<file path="src/rtl/wbconsole_if.sv">
// Wishbone slave bus bundle for the console port.
// Carries cycle/strobe/write/address/data towards the slave and ack/stall/data back.
// The master drives requests, the slave answers one cycle later and never stalls.
interface wbconsole_if;
  logic        i_wb_cyc;
  logic        i_wb_stb;
  logic        i_wb_we;
  logic [1:0]  i_wb_addr;
  logic [31:0] i_wb_data;
  logic        o_wb_ack;
  logic        o_wb_stall;
  logic [31:0] o_wb_data;

  modport master (
    output i_wb_cyc, i_wb_stb, i_wb_we, i_wb_addr, i_wb_data,
    input  o_wb_ack, o_wb_stall, o_wb_data
  );

  modport slave (
    input  i_wb_cyc, i_wb_stb, i_wb_we, i_wb_addr, i_wb_data,
    output o_wb_ack, o_wb_stall, o_wb_data
  );
endinterface

</file>
<file path="src/rtl/wbconsole.sv">
// Wishbone console port with RX/TX character FIFOs, sticky overflows and thresholded interrupts.
// Latency: bus ack/data one cycle after strobe; RX char visible one cycle after i_console_stb.
// Backpressure: bus never stalls; TX drains only while !i_console_busy; full FIFOs drop and flag.
module wbconsole #(
  parameter int BW     = 8,
  parameter int LGFLEN = 4
) (
  input  logic          i_clk,
  input  logic          i_rst,
  wbconsole_if.slave    wb,
  output logic          o_console_stb,
  output logic [BW-1:0] o_console_data,
  input  logic          i_console_busy,
  input  logic          i_console_stb,
  input  logic [BW-1:0] i_console_data,
  output logic          o_rx_int,
  output logic          o_rxfifo_int,
  output logic          o_tx_int,
  output logic          o_txfifo_int,
  output logic          o_int
);
  localparam int D  = 1 << LGFLEN;
  localparam int FW = LGFLEN + 1;

  logic [BW-1:0]     rx_mem [D];
  logic [BW-1:0]     tx_mem [D];
  logic [LGFLEN-1:0] rx_wptr, rx_rptr, tx_wptr, tx_rptr;
  logic [FW-1:0]     rx_fill, tx_fill;
  logic              rx_ovf, tx_ovf;
  logic [10:0]       rx_thr, tx_thr;
  logic [3:0]        int_en;

  logic        bus, rx_sel, tx_sel, setup_sel;
  logic        rx_empty, rx_full, tx_empty, tx_full;
  logic        rx_pop, rx_flush, rx_push, rx_ovf_set;
  logic        tx_pop, tx_flush, tx_push, tx_ovf_set, tx_wr;
  logic [BW-1:0] rx_head, tx_head;
  logic [31:0] rd_dat;

  assign wb.o_wb_stall = 1'b0;

  // Decode bus access and FIFO push/pop/flush qualifiers for this cycle.
  always_comb begin
    bus       = wb.i_wb_cyc && wb.i_wb_stb;
    setup_sel = bus && (wb.i_wb_addr == 2'd0);
    rx_sel    = bus && (wb.i_wb_addr == 2'd2);
    tx_sel    = bus && (wb.i_wb_addr == 2'd3);
    rx_empty  = (rx_fill == '0);
    rx_full   = (rx_fill == FW'(D));
    tx_empty  = (tx_fill == '0);
    tx_full   = (tx_fill == FW'(D));
    rx_head   = rx_empty ? '0 : rx_mem[rx_rptr];
    tx_head   = tx_empty ? '0 : tx_mem[tx_rptr];
    // A full RX FIFO can still take a character when the bus pops in the same cycle.
    rx_pop     = rx_sel && !wb.i_wb_we && !rx_empty;
    rx_flush   = rx_sel && wb.i_wb_we && wb.i_wb_data[12];
    rx_push    = i_console_stb && (!rx_full || rx_pop) && !rx_flush;
    rx_ovf_set = i_console_stb && rx_full && !rx_pop && !rx_flush;
    tx_pop     = !tx_empty && !i_console_busy;
    tx_flush   = tx_sel && wb.i_wb_we && wb.i_wb_data[12];
    tx_wr      = tx_sel && wb.i_wb_we && !wb.i_wb_data[12];
    tx_push    = tx_wr && (!tx_full || tx_pop);
    tx_ovf_set = tx_wr && tx_full && !tx_pop;
  end

  // Read-data mux, sampled from state in the strobe cycle.
  always_comb begin
    rd_dat = '0;
    case (wb.i_wb_addr)
      2'd0: begin
        rd_dat[10:0]  = rx_thr;
        rd_dat[26:16] = tx_thr;
        rd_dat[31:28] = int_en;
      end
      2'd1: rd_dat = {4'(LGFLEN), 12'(tx_fill), 4'(LGFLEN), 12'(rx_fill)};
      2'd2: begin
        rd_dat[31:16]  = 16'(rx_fill);
        rd_dat[12]     = rx_ovf;
        rd_dat[8]      = rx_empty;
        rd_dat[BW-1:0] = rx_head;
      end
      default: begin
        rd_dat[31:16]  = 16'(tx_fill);
        rd_dat[12]     = tx_ovf;
        rd_dat[9]      = tx_full;
        rd_dat[8]      = !tx_empty;
        rd_dat[BW-1:0] = tx_head;
      end
    endcase
  end

  // FIFO storage; occupancy is tracked separately so no reset is needed here.
  always_ff @(posedge i_clk) begin
    if (rx_push) rx_mem[rx_wptr] <= i_console_data;
    if (tx_push) tx_mem[tx_wptr] <= wb.i_wb_data[BW-1:0];
  end

  // Control state: pointers, fills, stickies, SETUP and the registered bus response.
  always_ff @(posedge i_clk) begin
    if (i_rst) begin
      rx_wptr      <= '0;
      rx_rptr      <= '0;
      rx_fill      <= '0;
      rx_ovf       <= 1'b0;
      tx_wptr      <= '0;
      tx_rptr      <= '0;
      tx_fill      <= '0;
      tx_ovf       <= 1'b0;
      rx_thr       <= 11'(D / 2);
      tx_thr       <= 11'(D / 2);
      int_en       <= '0;
      wb.o_wb_ack  <= 1'b0;
      wb.o_wb_data <= '0;
    end else begin
      wb.o_wb_ack <= bus;
      if (bus) wb.o_wb_data <= rd_dat;

      if (rx_flush) begin
        rx_wptr <= '0;
        rx_rptr <= '0;
        rx_fill <= '0;
        rx_ovf  <= 1'b0;
      end else begin
        if (rx_push) rx_wptr <= rx_wptr + LGFLEN'(1);
        if (rx_pop)  rx_rptr <= rx_rptr + LGFLEN'(1);
        rx_fill <= rx_fill + FW'(rx_push) - FW'(rx_pop);
        if (rx_ovf_set) rx_ovf <= 1'b1;
      end

      if (tx_flush) begin
        tx_wptr <= '0;
        tx_rptr <= '0;
        tx_fill <= '0;
        tx_ovf  <= 1'b0;
      end else begin
        if (tx_push) tx_wptr <= tx_wptr + LGFLEN'(1);
        if (tx_pop)  tx_rptr <= tx_rptr + LGFLEN'(1);
        tx_fill <= tx_fill + FW'(tx_push) - FW'(tx_pop);
        if (tx_ovf_set) tx_ovf <= 1'b1;
      end

      if (setup_sel && wb.i_wb_we) begin
        rx_thr <= wb.i_wb_data[10:0];
        tx_thr <= wb.i_wb_data[26:16];
        int_en <= wb.i_wb_data[31:28];
      end
    end
  end

  // Console output and interrupts derive from registered state only.
  always_comb begin
    o_console_stb  = !tx_empty;
    o_console_data = tx_head;
    o_rx_int       = !rx_empty;
    o_rxfifo_int   = (11'(rx_fill) >= rx_thr);
    o_tx_int       = !tx_full;
    o_txfifo_int   = (11'(tx_fill) <= tx_thr);
    o_int          = |({o_txfifo_int, o_tx_int, o_rxfifo_int, o_rx_int} & int_en);
  end
endmodule

</file>
<file path="src/flat_wrapper.sv">
// flat-port wrapper written by rule: the top's interface ports become plain ports
module wbconsole_flat 
#(
  parameter int BW     = 8,
  parameter int LGFLEN = 4
)
  (i_clk, i_rst, o_console_stb, o_console_data, i_console_busy, i_console_stb, i_console_data, o_rx_int, o_rxfifo_int, o_tx_int, o_txfifo_int, o_int, wb_i_wb_cyc, wb_i_wb_stb, wb_i_wb_we, wb_i_wb_addr, wb_i_wb_data, wb_o_wb_ack, wb_o_wb_stall, wb_o_wb_data);
  wbconsole_if wb_i ();
  input  logic i_clk;
  input  logic i_rst;
  output logic o_console_stb;
  output logic [BW-1:0] o_console_data;
  input  logic i_console_busy;
  input  logic i_console_stb;
  input  logic [BW-1:0] i_console_data;
  output logic o_rx_int;
  output logic o_rxfifo_int;
  output logic o_tx_int;
  output logic o_txfifo_int;
  output logic o_int;
  input wire logic [$bits(wb_i.i_wb_cyc)-1:0] wb_i_wb_cyc;
  input wire logic [$bits(wb_i.i_wb_stb)-1:0] wb_i_wb_stb;
  input wire logic [$bits(wb_i.i_wb_we)-1:0] wb_i_wb_we;
  input wire logic [$bits(wb_i.i_wb_addr)-1:0] wb_i_wb_addr;
  input wire logic [$bits(wb_i.i_wb_data)-1:0] wb_i_wb_data;
  output wire logic [$bits(wb_i.o_wb_ack)-1:0] wb_o_wb_ack;
  output wire logic [$bits(wb_i.o_wb_stall)-1:0] wb_o_wb_stall;
  output wire logic [$bits(wb_i.o_wb_data)-1:0] wb_o_wb_data;
  assign wb_i.i_wb_cyc = wb_i_wb_cyc;
  assign wb_i.i_wb_stb = wb_i_wb_stb;
  assign wb_i.i_wb_we = wb_i_wb_we;
  assign wb_i.i_wb_addr = wb_i_wb_addr;
  assign wb_i.i_wb_data = wb_i_wb_data;
  assign wb_o_wb_ack = wb_i.o_wb_ack;
  assign wb_o_wb_stall = wb_i.o_wb_stall;
  assign wb_o_wb_data = wb_i.o_wb_data;
  wbconsole #(.BW(BW), .LGFLEN(LGFLEN)) u_core (.i_clk(i_clk), .i_rst(i_rst), .wb(wb_i), .o_console_stb(o_console_stb), .o_console_data(o_console_data), .i_console_busy(i_console_busy), .i_console_stb(i_console_stb), .i_console_data(i_console_data), .o_rx_int(o_rx_int), .o_rxfifo_int(o_rxfifo_int), .o_tx_int(o_tx_int), .o_txfifo_int(o_txfifo_int), .o_int(o_int));
endmodule
</file>
<file path="config.mk">
export PLATFORM = sky130hd
export DESIGN_NAME = wbconsole_flat
export DESIGN_NICKNAME = d
export VERILOG_FILES = /design/src/rtl/wbconsole_if.sv /design/src/rtl/wbconsole.sv /design/src/flat_wrapper.sv
export SDC_FILE = /design/constraint.sdc
export NUM_CORES = 1
export LEC_CHECK = 0
export BUFFER_PORTS_ARGS = -buffer_cell sky130_fd_sc_hd__buf_2
export CAP_MARGIN = 40
export CORE_UTILIZATION = 30
export CTS_CLUSTER_SIZE = 40
export DETAILED_ROUTE_END_ITERATION = 10
export SYNTH_ARGS = -nofsm -noshare
export SYNTH_HDL_FRONTEND = slang
export SYNTH_SLANG_ARGS = --single-unit
</file>
<file path="constraint.sdc">
create_clock -name i_clk -period 2.65 [get_ports i_clk]
set_clock_uncertainty 0.1 [all_clocks]
set_input_delay 0.265 -clock i_clk [delete_from_list [all_inputs] [get_ports i_clk]]
set_output_delay 0.265 -clock i_clk [all_outputs]
set_load 0.03 [all_outputs]
</file>
==> After elaboration in Yosys (flattened, before gate mapping) <==
Memories as Yosys holds them, arrays and structs flattened. A register that Yosys moved wholly into a read port is not among the register bits.
Index checks and enable logic that the tools add are counted.
Widths: inputs -> output; s select.
{ "totals": {"reg_bits": 85, "ramBits": 256, "inputBits": 49, "out_inout_bits": 48, "elab_cells": 89, "n_memories": 2} }
{ "op_classes": {"n_addsub": 8, "reduce_logical": 41, "bitwise": 1, "muxes": 17, "order_cmp": 2, "eq_ne": 5} }
{ "memory_table": {"columns": ["memory", "words", "width", "read_ports", "rd_clocked_by_memory_dff", "write_ports", "line", "text"], "rows": [
  ["u_core.rx_mem", 16, 8, 1, 1, 1, "wbconsole.sv:25", "logic [BW-1:0] rx_mem [D];"],
  ["u_core.tx_mem", 16, 8, 1, 1, 1, "wbconsole.sv:26", "logic [BW-1:0] tx_mem [D];"]
]} }
{ "op_table": {"columns": ["op", "n"], "rows": [
  ["$pmux 9 s3", 1],
  ["$pmux 11 s2", 1],
  ["$logic_and 1x1->1", 21],
  ["$add 4x1->4 const B", 4],
  ["$mux 4", 4],
  ["$mux 8", 2],
  ["$ge 5x11->1", 1],
  ["$le 5x11->1", 1],
  ["$add 5x1->5", 2],
  ["$eq 5x5->1 const B", 2],
  ["$logic_not 1->1", 10],
  ["$logic_not 5->1", 2],
  ["$sub 5x1->5", 2],
  ["$pmux 4 s2", 1],
  ["$reduce_or 2->1", 4],
  ["$mux 1", 5],
  ["$and 4x4->4", 1],
  ["$eq 2x2->1 const B", 2],
  ["$pmux 1 s2", 2],
  ["$reduce_or 4->1", 1],
  ["$eq 2x1->1 const B", 1],
  ["$logic_not 2->1", 1],
  ["$logic_or 1x1->1", 2],
  ["$mux 2", 1]
]} }

==> Longest topological paths before layout <==
{ "logic_depth": {"ltp_word": 9, "mapped_depth": 12, "depth_no_buf": 12} }

==> Worst setup path after synthesis <==
Ideal clock, no wire load.
{ "synth_path": {"path_kind": "register to register", "start": "reg u_core.rx_fill[3]", "end": "reg u_core.rx_fill[4]", "path_slack_ns": -0.182, "period_less_slack_ns": 2.832, "setup_ns": 0.070, "required_ns": 2.480, "stages_incl_launch_ff": 13, "arrival_ns": 2.662, "cell_sequence": "dfxtp_1 > inv_1 > ha_1 > nor4b_1 > nor2_1 > ha_1 > inv_1 > ha_1 > fa_1 > a21oi_1 > nor2_1 > or3_1 > a21oi_1"} }
{ "synth_between": {"elab_chain_len": 8, "word_cells_on_any_way": 10, "cone_classes": "add/sub: 2; eq/ne: 1; reduce/logical: 7"} }
{ "synth_rtl": {"columns": ["element", "line", "text"], "rows": [
  ["start: declaration", "wbconsole.sv:28", "logic [FW-1:0] rx_fill, tx_fill;"],
  ["start signal: assignment", "wbconsole.sv:126", "rx_fill <= rx_fill + FW'(rx_push) - FW'(rx_pop);"],
  ["$logic_not 5->1", "wbconsole.sv:48", "rx_empty = (rx_fill == '0);"],
  ["$logic_not 1->1", "wbconsole.sv:55", "rx_pop = rx_sel && !wb.i_wb_we && !rx_empty;"],
  ["$logic_and 1x1->1", "wbconsole.sv:55", null],
  ["$logic_or 1x1->1", "wbconsole.sv:57", "rx_push = i_console_stb && (!rx_full || rx_pop) && !rx_flush;"],
  ["$logic_and 1x1->1 (2 in a row)", "wbconsole.sv:57", null],
  ["$add 5x1->5", "wbconsole.sv:126", null],
  ["$sub 5x1->5 *", "wbconsole.sv:126", null]
]} }
Mark *: on every way between the ends. The rest lies on a longest branch, timed or not.
A chain may end at the register's enable or synchronous reset.

==> results <==
- Once the floorplan was initialized, standard cells occupied 30.6% of the core.
- Using the TritonRoute via totals, the vias-per-cell ratio works out to 4.78.
- Summed over all nets, the half-perimeter wirelength after detailed placement is 22900 microns.
- The data arrival time at the worst-slack endpoint is 2.31 ns.
- Yosys mapped the design onto 61 distinct sky130hd cell types.
- The Yosys step of the flow raised 0 warnings.
- Setup repair after global routing could not meet its margin everywhere.
- The via total after detailed routing is 8712.
- For this run, the detailed router's first-pass iteration total came to 10.
- The post-synthesis sequential area ratio is 66.2%.
- The sequential cells in the finished layout cover a total of 9540 sq um.
- After detailed routing, the total wire length is 33900 microns.
- In this run the tightest slew margin relative to its limit is 61.2%.
- edfxtp_1 takes more of the synthesized area than any other cell.
- The share of total power in sequential cells is 41.4%.
- After detailed placement, the total cell area comes to 15900 sq um.
- In the post-synthesis netlist, the biggest area contributors are edfxtp_1, dfxtp_1, mux4_2.
- The count of buffers inserted at the top-level ports is 86.
- The clock transition time at the flip-flop clock pins of the worst setup and hold paths is 0.06 ns.
- Static timing analysis puts the maximum clock frequency at 373 MHz.
- The final critical path takes up 101% of the cycle.
- 0 antenna diodes ended up in the layout.
- For this run, the total global-route usage over all layers was measured as 13.9%.
- Max-cap violations in this run came to 0.
- The worst path setup slack after routing is -0.0294 ns.
- The number of hold-slack violations in the final timing report is 0.
- In the synthesized netlist the dominant register cell turns out to be edfxtp_1.
- The initial antenna violation count is 1.
- Row generation in the floorplan step produced 79 rows.
- The average wire per standard cell is 18.6 microns.
- The boundary pin count is 97.
- Counting flops and latches in the post-synthesis netlist gives 347.
- The number of buffers between clock root and the deepest sink is 3.
- The synthesized netlist cell count is 985.
- The number of global-route vias before repair is 8669.
- The design internal power is 10.8 mW.
- The die covers 48700 sq um.
- The endpoint required time on the critical path is 2.29 ns.
- For the pin with the worst max-slew slack, the measured transition is 0.582 ns.
- The growth of design area from synthesis to finish is 25.3%.
- The post-route antenna net violation count is 0.
- The total area of multi-input combinational cells is 4740 sq um.
- The flow ran to the end, but the final reports show violations.
- After filler insertion, the fill cell instance count of the layout stands at 4426.
- The TritonCTS clock tree is yes.
- Per report_power, the combinational group accounts for 26.2% of the total.
- Setup slack on the worst reg-to-reg path comes out at 0.08 ns.
- The most crowded layer after global routing is met2.
- Along the worst path, the maximum fanout reaches 8.
- The area share of the largest cell type after synthesis is 53.5%.
- Overall power consumption after layout is estimated at 15.0 mW.
- The count of pins over their slew limit came to 0.
- The die extent in x is 221 microns.
- Averaged over all synthesized cells, the footprint is 14.6 sq um.
- In this run, the clock network consumes 32.4% of the power.
- The leakage power is 6.26 nW.
- The library cell with the highest instance count after synthesis is edfxtp_1.
- In this run the vertical extent of the chip is 221 microns.
- Ranked by instance count, the synthesized netlist is headed by edfxtp_1, nor2_1, dfxtp_1.
- Timing analysis after detailed placement gives a worst setup slack of -0.0143 ns.
- In the global route stage, met3 resource usage came out at 2.53%.
- Summing all non-filler instances in the final layout gives an area of 18000 sq um.
- The clock reaches the later pin of the worst-skew pair after 0.52 ns.
- The critical path capture point type is an output pin.
- The clock tree root buffer cell is clkbuf_16.
- In this run the number of H-tree levels came out at 2.
- The number of enable-type register cells in the synthesized netlist is 256.
- Global routing consumed, on the met2 layer, 22.7% of the routing resources.
- The final critical-path required period is 2.68 ns.
- The share of cells above drive strength 1 is 32.0%.
- The met1 layer usage reported by global route is 19.1%.
- Summed over all nets, the switching power comes to 4.24 mW.
- The path type of the worst min-delay path is input port to flop.
- IR analysis of the VDD net gives a maximum drop of 0.606 mV.
- TritonCTS created 36 clock buffers.
- The overflow left after global routing is 0.
- Net switching is 28.2% of the power.
- The layout net count is 1272.
- Entering global routing, the biggest net connects 36 pins.
- The number of endpoints failing setup at the final stage is 4.
- For this design the ratio of total power to cell area is 834 nW/um^2.
- The detailed router finished its first iteration with 590 violations.
- The async set-or-reset flop fraction in the synthesized netlist is 0%.
- For this run, design rule violations remaining after detail routing come to 3.
- The critical path is of the flop to output pin type.
- The final total negative setup slack is -0.0704 ns.
- The number of sinks handled by clock tree synthesis is 347.
- The cell area after synthesis is 14400 sq um.
- The floorplan step defined a core boundary enclosing 46900 sq um.
- The global-route wire length before repair is 51600 microns.
- The congestion estimate from routability-driven global placement came to 0.801.
- STA classifies the critical path startpoint as a flop.
- The final reports fail on design-rule violations, negative setup slack.
cell type report:
cell class	count	share of cell area (%)
timing repair buffer	218	9.34
clock inverter	17	0.981
sequential	347	53.0
multi-input combinational	546	26.3
clock buffer	47	5.24
inverter	40	0.862
tap	607	4.22
registers in the layout, indices dropped and copies added (netlist names), named ones only:
register	flops
u_core.rx_mem	128
u_core.tx_mem	128
u_core.wb.o_wb_data	28
u_core.rx_thr	11
u_core.tx_thr	11
u_core.rx_fill	5
u_core.tx_fill	5
u_core.int_en	4
u_core.rx_rptr	4
u_core.rx_wptr	4
u_core.tx_rptr	4
u_core.tx_wptr	4
u_core.rx_ovf	1
u_core.tx_ovf	1
u_core.wb.o_wb_ack	1
layer usage:
layer / vias up / part of all wire [%]
li1: 4074 / -
met1: 4377 / 45
met2: 212 / 49
met3: 49 / 5.0
met4: 0 / 1.9
met5: - / 0
worst max-delay path: stages (launching register included):
cell     delay (ns)
dfxtp_4        0.44
buf_6          0.15
buf_6          0.09
mux4_2         0.51
mux2i_1        0.19
mux2_4         0.23
nor2_4         0.05
buf_6          0.14
path summary, 6_finish.rpt:
kind	startpoint	depth (start not counted)	end
worst max-delay path	flop	7	o_console_data[2]
worst min-delay path	i_console_data[5]	1	u_core.rx_mem[12][5]
worst max register to register	u_core.rx_fill[0]	11	u_core.rx_fill[4]
worst min register to register	u_core.wb.o_wb_data[19]	2	u_core.wb.o_wb_data[19]
power by group through the flow:
stage          Clock [mW]  Sequential, mW  Combinational, mW
6_report             4.87            6.21               3.93
5_1_grt              5.18            6.23               4.28
4_1_cts              4.97            6.20               3.71
3_5_place_dp            0            6.32               3.02
3_3_place_gp            0            6.31               2.98
2_1_floorplan           0            6.28               1.99
placed cells by master (no fill, tap or decap), types with 6 or more instances in the layout:
cell type        n
buf_12           6
nand2_1         88
dfxtp_4          6
nor3_1          17
buf_2           77
o21ai_0         14
a21oi_1         40
nor2_1          93
dfxtp_1         79
dlygate4sd3_1   19
xor2_1          10
edfxtp_1       256
mux4_2          59
inv_1           33
clkbuf_16       36
clkbuf_1        11
xnor2_1          8
dfxtp_2          6
and2_1          10
nand3_1         10
nor2b_1          8
buf_4           97
clkinv_2         6
a22oi_1         10
mux2i_1         30
buf_6           17
ha_1            25
through the flow:
step	hold WS (ns)	cells	util, %
detailed placement	0.346	1706	34.0
global route	0.0237	1822	38.4
finish	0.0266	1822	38.4
floorplan	0.264	989	-
CTS	0.00109	1811	38.0
global placement	0.340	1706	34.0
cell families after synthesis:
logic type | Yosys count | synth area share (%)
AO/OA/AOI/OAI | 124 | 5.80
XOR/XNOR | 18 | 1.10
adder cells (fa/ha/maj) | 34 | 3.07
buffers and inverters | 96 | 3.33
flip-flops | 347 | 66.2
multiplexers | 98 | 12.0
other | 1 | 0.0261
AND/OR/NAND/NOR | 267 | 8.42
what timing repair did:
item / in CTS / in global routing
setup buffers: 19 / 13
gates cloned: 3 / 0
hold buffers: 19 / 0
endpoints found under the hold margin: 19 / 0
pin swaps: 12 / 17
resized for setup: 74 / 38
setup endpoints to repair: 12 / 20
No activity file was read; power rests on OpenSTA's default activity.
